`src/rtl/note_player.sv`:
```
// Single-voice square-wave note player: pitch timed on clk, duration/gap timed in ms_clk ticks.
// Optional `define OCTAVE_EN adds note_oct[1:0], which shifts the half-period right (octave 4..7).
module note_player #(
  parameter int unsigned GAP_TICKS = 20,
  parameter int unsigned DUR_W     = 12
) (
  input  logic             clk,
  input  logic             rst,
  input  logic             ms_clk,
  input  logic [3:0]       note_code,
  input  logic [DUR_W-1:0] note_dur,
`ifdef OCTAVE_EN
  input  logic [1:0]       note_oct,
`endif
  input  logic             note_valid,
  output logic             note_ready,
  output logic             spk,
  output logic             busy
);

  typedef enum logic [1:0] {StIdle, StPlay, StGap} state_e;

  localparam logic [DUR_W-1:0] GapLoad = DUR_W'(GAP_TICKS);
  localparam logic [DUR_W-1:0] DurOne  = DUR_W'(1);

  state_e           state_q, state_d;
  logic             ms_clk_q, ms_clk_d;
  logic             rest_q, rest_d;
  logic [16:0]      hp_q, hp_d;
  logic [16:0]      pcnt_q, pcnt_d;
  logic [DUR_W-1:0] dcnt_q, dcnt_d;
  logic             spk_q, spk_d;

  logic             tick;
  logic [16:0]      tab_hp;
  logic [16:0]      note_hp;

  // ms_clk is generated from clk, so a plain edge detector is enough.
  assign tick = ms_clk & ~ms_clk_q;

  always_comb begin
    tab_hp = 17'd0;
    case (note_code)
      4'd0:    tab_hp = 17'd95556;
      4'd1:    tab_hp = 17'd90193;
      4'd2:    tab_hp = 17'd85131;
      4'd3:    tab_hp = 17'd80353;
      4'd4:    tab_hp = 17'd75843;
      4'd5:    tab_hp = 17'd71586;
      4'd6:    tab_hp = 17'd67568;
      4'd7:    tab_hp = 17'd63776;
      4'd8:    tab_hp = 17'd60196;
      4'd9:    tab_hp = 17'd56818;
      4'd10:   tab_hp = 17'd53629;
      4'd11:   tab_hp = 17'd50619;
      default: tab_hp = 17'd0;
    endcase
  end

`ifdef OCTAVE_EN
  assign note_hp = tab_hp >> note_oct;
`else
  assign note_hp = tab_hp;
`endif

  always_comb begin
    state_d  = state_q;
    ms_clk_d = ms_clk;
    rest_d   = rest_q;
    hp_d     = hp_q;
    pcnt_d   = pcnt_q;
    dcnt_d   = dcnt_q;
    spk_d    = spk_q;

    if (rst) begin
      state_d  = StIdle;
      ms_clk_d = 1'b0;
      rest_d   = 1'b0;
      hp_d     = 17'd0;
      pcnt_d   = 17'd0;
      dcnt_d   = '0;
      spk_d    = 1'b0;
    end else begin
      unique case (state_q)
        StIdle: begin
          spk_d = 1'b0;
          if (note_valid) begin
            rest_d = (note_code[3:2] == 2'b11);
            hp_d   = note_hp;
            pcnt_d = 17'd0;
            if (note_dur == '0) begin
              state_d = StGap;
              dcnt_d  = GapLoad;
            end else begin
              state_d = StPlay;
              dcnt_d  = note_dur;
            end
          end
        end
        StPlay: begin
          if (!rest_q) begin
            if (pcnt_q == hp_q - 17'd1) begin
              spk_d  = ~spk_q;
              pcnt_d = 17'd0;
            end else begin
              pcnt_d = pcnt_q + 17'd1;
            end
          end
          // The final tick overrides any pitch toggle in the same cycle.
          if (tick) begin
            if (dcnt_q == DurOne) begin
              state_d = StGap;
              dcnt_d  = GapLoad;
              spk_d   = 1'b0;
              pcnt_d  = 17'd0;
            end else begin
              dcnt_d = dcnt_q - DurOne;
            end
          end
        end
        StGap: begin
          spk_d = 1'b0;
          if (dcnt_q == '0) begin
            state_d = StIdle;
          end else if (tick) begin
            dcnt_d = dcnt_q - DurOne;
            if (dcnt_q == DurOne) state_d = StIdle;
          end
        end
        default: begin
          state_d = StIdle;
          spk_d   = 1'b0;
        end
      endcase
    end
  end

  always_ff @(posedge clk) begin
    state_q  <= state_d;
    ms_clk_q <= ms_clk_d;
    rest_q   <= rest_d;
    hp_q     <= hp_d;
    pcnt_q   <= pcnt_d;
    dcnt_q   <= dcnt_d;
    spk_q    <= spk_d;
  end

  assign spk        = spk_q;
  assign busy       = (state_q != StIdle);
  assign note_ready = (state_q == StIdle);

endmodule
```
`config.mk`:
```
export PLATFORM = sky130hd
export DESIGN_NAME = note_player
export DESIGN_NICKNAME = d
export VERILOG_FILES = /design/src/rtl/note_player.sv
export SDC_FILE = /design/constraint.sdc
export NUM_CORES = 1
export LEC_CHECK = 0
export CAP_MARGIN = 20
export CORE_ASPECT_RATIO = 0.5
export CORE_MARGIN = 5
export CORE_UTILIZATION = 50
export CTS_CLUSTER_DIAMETER = 30
export CTS_CLUSTER_SIZE = 40
export DETAILED_ROUTE_END_ITERATION = 10
export PLACE_DENSITY = 0.69
export SLEW_MARGIN = 20
export SYNTH_ARGS = -nofsm -noshare
export SYNTH_HDL_FRONTEND = slang
export SYNTH_SLANG_ARGS = --single-unit
export TNS_END_PERCENT = 30
```
`constraint.sdc`:
```
create_clock -name clk -period 3.3 [get_ports clk]
set_input_delay 0.33 -clock clk [delete_from_list [all_inputs] [get_ports clk]]
set_output_delay 0.33 -clock clk [all_outputs]
set_load 0.02 [all_outputs]
```
==> impl_metrics.yaml <==
timing:
  max_freq_mhz: 323
  tns_ns: 0
  finalSetupViolCount: 0
  final_hold_violations: 0
  worst_clock_skew_ns: 0.00833
  maxSlewHeadroom_pct: 47.2
  final-max-slew-violation-count: 0
  fin_crit_sh_pct: 93.8
  timing_worst_slew_pin_value_ns: 0.790
  holdWs_ns: 0.485
  unrepaired_setup_endpoints_after_global_routing: "false"
  final_critical_period_ns: 3.10
  final_critical_path_setup_slack_ns: 0.204
logic_synthesis:
  synth.distinct_cells: 62
  netlist.top_cell.by_area: "sky130_fd_sc_hd__dfxtp_1"
  synth-compound-area-share_pct: 22.3
  postSynthNetCount: 501
  synth_mux_area_share_pct: 1.46
  sequential_area_share_after_synthesis_pct: 29.1
  syn-cell-area_mm2: 0.00351
  synthDominantCellAreaShare_pct: 29.1
  synthesis.instances: 466
  ys_ff_latch: 51
  synth-adder-area-share_pct: 5.35
  synth_warnings: 0
  largest_family_of_logic_cells_by_synthesized_area: "simple AND/OR/NAND/NOR gates"
  asyncSetResetFlopFracSynth_pct: 0
  syn_avg_cell_area_um2: 7.53
  ys_top_cells_by_area: "sky130_fd_sc_hd__dfxtp_1 29%, sky130_fd_sc_hd__ha_1 5.4%, sky130_fd_sc_hd__nand2_1 5.0%"
  share_of_the_synthesized_netlist_area_taken_by_xor_and_xnor_gates_pct: 6.99
  synth_enable_flop_cells: 0
  yosys.area_share.simple_pct: 28.2
  synth_flop_cell: "sky130_fd_sc_hd__dfxtp_1"
drt:
  postRouteWirelength_um: 8020
  first_iter_violations: 318
  route.detailed.wl_per_inst_um: 14.1
  drc_violations_left: 0
  first_pass_drt_iterations: 5
  detailroute.via_count: 3270
  antenna_left: 0
  post_drt_via_cell_ratio: 5.77
grt:
  number_of_antenna_violations_at_the_first_check_in_global_routing: 0
  globalRoute.totalOverflow: 0
  first_global_vias: 2835
  grt_start_max_net_pins: 37
  grt.busiest_layer: "met1"
  grt_util_met2_pct: 26.7
  met1_grt_util_pct: 27.3
  groute.usage.overall_pct: 18.3
  first_pass_grt_wire_length_um: 13800
  groute.layer.met3.usage_pct: 4.08
cts:
  cts_setup_buffers: 0
  cts.sinks: 51
  worst_setup_hold_path_clk_slew_ns: 0.07
  cts-buffers-inserted: 5
  clock_latency_ns: 0.29
  cts-resized-gates: 0
  cts_root_buf: "sky130_fd_sc_hd__clkbuf_16"
  cts_buffer_depth: 2
  tritoncts: "done"
  ctsHoldBuffers: 0
  clock_tree.htree_level_count: 2
flow_run:
  max_cap_violations: 0
die:
  floorplan.die_area_mm2: 0.00889
  die_height_um: 69.2
  start_util_pct: 51.9
  dieWidth_um: 128
  std_cell_rows: 21
  design.core.area_mm2: 0.00675
  io-pin-count: 23
worst_setup_path:
  timing.critical_path.to_type: "flop"
  critPathMaxFanout: 20
  cp-start-kind: "flop"
  worst-endpoint-arrival_ns: 3.28
  criticalPathCategory: "flop to flop"
  worst_ep_required_time_ns: 3.48
cells_and_area:
  final.fill_count: 656
  num-nets-final: 510
  post_route_cells_drive_above_1_share_pct: 4.84
  finish.utilization_pct: 58.4
  layout.cells.non_filler: 567
  layout.cell_area.non_filler_mm2: 0.00394
  area_growth_pct: 12.5
  num_antenna_cells: 0
worst_hold_path:
  holdCritPathClass: "flop to flop"
place:
  instance_area_at_placement_mm2: 0.00378
  place_worst_setup_slack_ns: 0.207
  port_buffers: 22
  numPlacedInstances: 560
  place_congestion: 0.860
  hpwl_um: 5720
power_and_ir_drop:
  worst_ir_drop_vdd_v: 0.000375
  power.density_mw_per_mm2: 679
  static_leak_nw: 1.46
  post-layout-total-power_mw: 2.68
run_status:
  outcome: "finished clean"
-- cell families after synthesis --
family,count (synthesis)
compound gates,119
xor+xnor,28
fa+ha+maj,15
mux,5
buf+inv,57
simple gates,191
flops,51
-- layer usage --
metal	wire, um	vias up
met2	3340	84
met3	368	13
met4	108	0
met1	4210	1481
li1	-	1692
met5	0	-
-- critical path, stage by stage, from the launching register on --
cell,delay [ns]
sky130_fd_sc_hd__dfxtp_1,0.35
sky130_fd_sc_hd__inv_1,0.07
sky130_fd_sc_hd__ha_1,0.24
sky130_fd_sc_hd__or3b_2,0.52
sky130_fd_sc_hd__or4b_4,0.58
sky130_fd_sc_hd__or4_1,0.51
sky130_fd_sc_hd__o211ai_1,0.10
sky130_fd_sc_hd__nand4_1,0.10
sky130_fd_sc_hd__buf_4,0.23
sky130_fd_sc_hd__a31oi_1,0.18
sky130_fd_sc_hd__o22ai_1,0.10
-- synthesized netlist by cell type (6+ instances only) --
cell type and number:
sky130_fd_sc_hd__o21ai_0 26, sky130_fd_sc_hd__xor2_1 13, sky130_fd_sc_hd__xnor2_1 15, sky130_fd_sc_hd__nor3_1 11
sky130_fd_sc_hd__dfxtp_1 51, sky130_fd_sc_hd__a211oi_1 9, sky130_fd_sc_hd__nand2_1 47, sky130_fd_sc_hd__a31oi_1 6
sky130_fd_sc_hd__clkbuf_1 23, sky130_fd_sc_hd__nand2b_1 6, sky130_fd_sc_hd__nand4b_1 6, sky130_fd_sc_hd__nor2b_1 11
sky130_fd_sc_hd__nor4_1 8, sky130_fd_sc_hd__inv_1 28, sky130_fd_sc_hd__and3_1 7, sky130_fd_sc_hd__ha_1 15
sky130_fd_sc_hd__nand3_1 20, sky130_fd_sc_hd__o211ai_1 8, sky130_fd_sc_hd__a21oi_1 23, sky130_fd_sc_hd__nor2_1 46
-- layout by cell type (no fill, tap or decap), types with 3 or more instances in the layout --
| master | count |
|---|---|
| sky130_fd_sc_hd__a31oi_1 | 6 |
| sky130_fd_sc_hd__dfxtp_1 | 51 |
| sky130_fd_sc_hd__and3_1 | 7 |
| sky130_fd_sc_hd__clkdlybuf4s50_1 | 22 |
| sky130_fd_sc_hd__o32ai_1 | 4 |
| sky130_fd_sc_hd__buf_4 | 9 |
| sky130_fd_sc_hd__o22ai_1 | 5 |
| sky130_fd_sc_hd__nand4_1 | 5 |
| sky130_fd_sc_hd__o21ai_1 | 4 |
| sky130_fd_sc_hd__nand2b_1 | 6 |
| sky130_fd_sc_hd__nand3_1 | 20 |
| sky130_fd_sc_hd__nor3_1 | 11 |
| sky130_fd_sc_hd__mux2i_1 | 4 |
| sky130_fd_sc_hd__xnor2_1 | 15 |
| sky130_fd_sc_hd__o211ai_1 | 8 |
| sky130_fd_sc_hd__xor2_1 | 13 |
| sky130_fd_sc_hd__a21oi_1 | 23 |
| sky130_fd_sc_hd__o311ai_0 | 3 |
| sky130_fd_sc_hd__o21ai_0 | 26 |
| sky130_fd_sc_hd__clkbuf_16 | 5 |
| sky130_fd_sc_hd__a2111oi_0 | 3 |
| sky130_fd_sc_hd__a21o_1 | 5 |
| sky130_fd_sc_hd__nor2_1 | 45 |
| sky130_fd_sc_hd__a211oi_1 | 9 |
| sky130_fd_sc_hd__ha_1 | 15 |
| sky130_fd_sc_hd__nor4_1 | 8 |
| sky130_fd_sc_hd__nand3b_1 | 3 |
| sky130_fd_sc_hd__o221ai_1 | 3 |
| sky130_fd_sc_hd__nand4b_1 | 6 |
| sky130_fd_sc_hd__or4_1 | 5 |
| sky130_fd_sc_hd__inv_1 | 28 |
| sky130_fd_sc_hd__a22oi_1 | 4 |
| sky130_fd_sc_hd__nand2_1 | 47 |
| sky130_fd_sc_hd__nor2b_1 | 11 |
-- worst paths after layout --
check / from / end / slack (ns) / cells past startpoint
max: hp_q[0] / pcnt_q[3] / 0.20 / 10
max reg2reg: hp_q[0] / pcnt_q[3] / 0.20 / 10
min reg2reg: hp_q[11] / hp_q[11] / 0.48 / 2
min: hp_q[11] / hp_q[11] / 0.48 / 2
-- final cells by class --
class	instances	area [um^2]	share of cell area, %
clock inverters	1	30.0	0.761
inverters	28	105	2.66
clock buffers	6	129	3.27
repair buffers	31	288	7.30
multi-input cells	358	2260	57.2
well taps	92	115	2.92
flip-flops and latches	51	1020	25.9
-- registers in the layout, summed over array words and instances (netlist names) --
| register | flops |
|---|---|
| pcnt_q | 17 |
| dcnt_q | 12 |
| spk | 1 |
| state_q | 2 |
| ms_clk_q | 1 |
| hp_q | 17 |
| rest_q | 1 |
-- where the power goes --
part,switching (mW),internal (mW),leakage (nW)
registers,0.126,0.729,0.417
logic,0.701,0.536,0.971
clock network,0.230,0.354,0.0769
total,1.06,1.62,1.46
(Power assumes the default switching activity.)
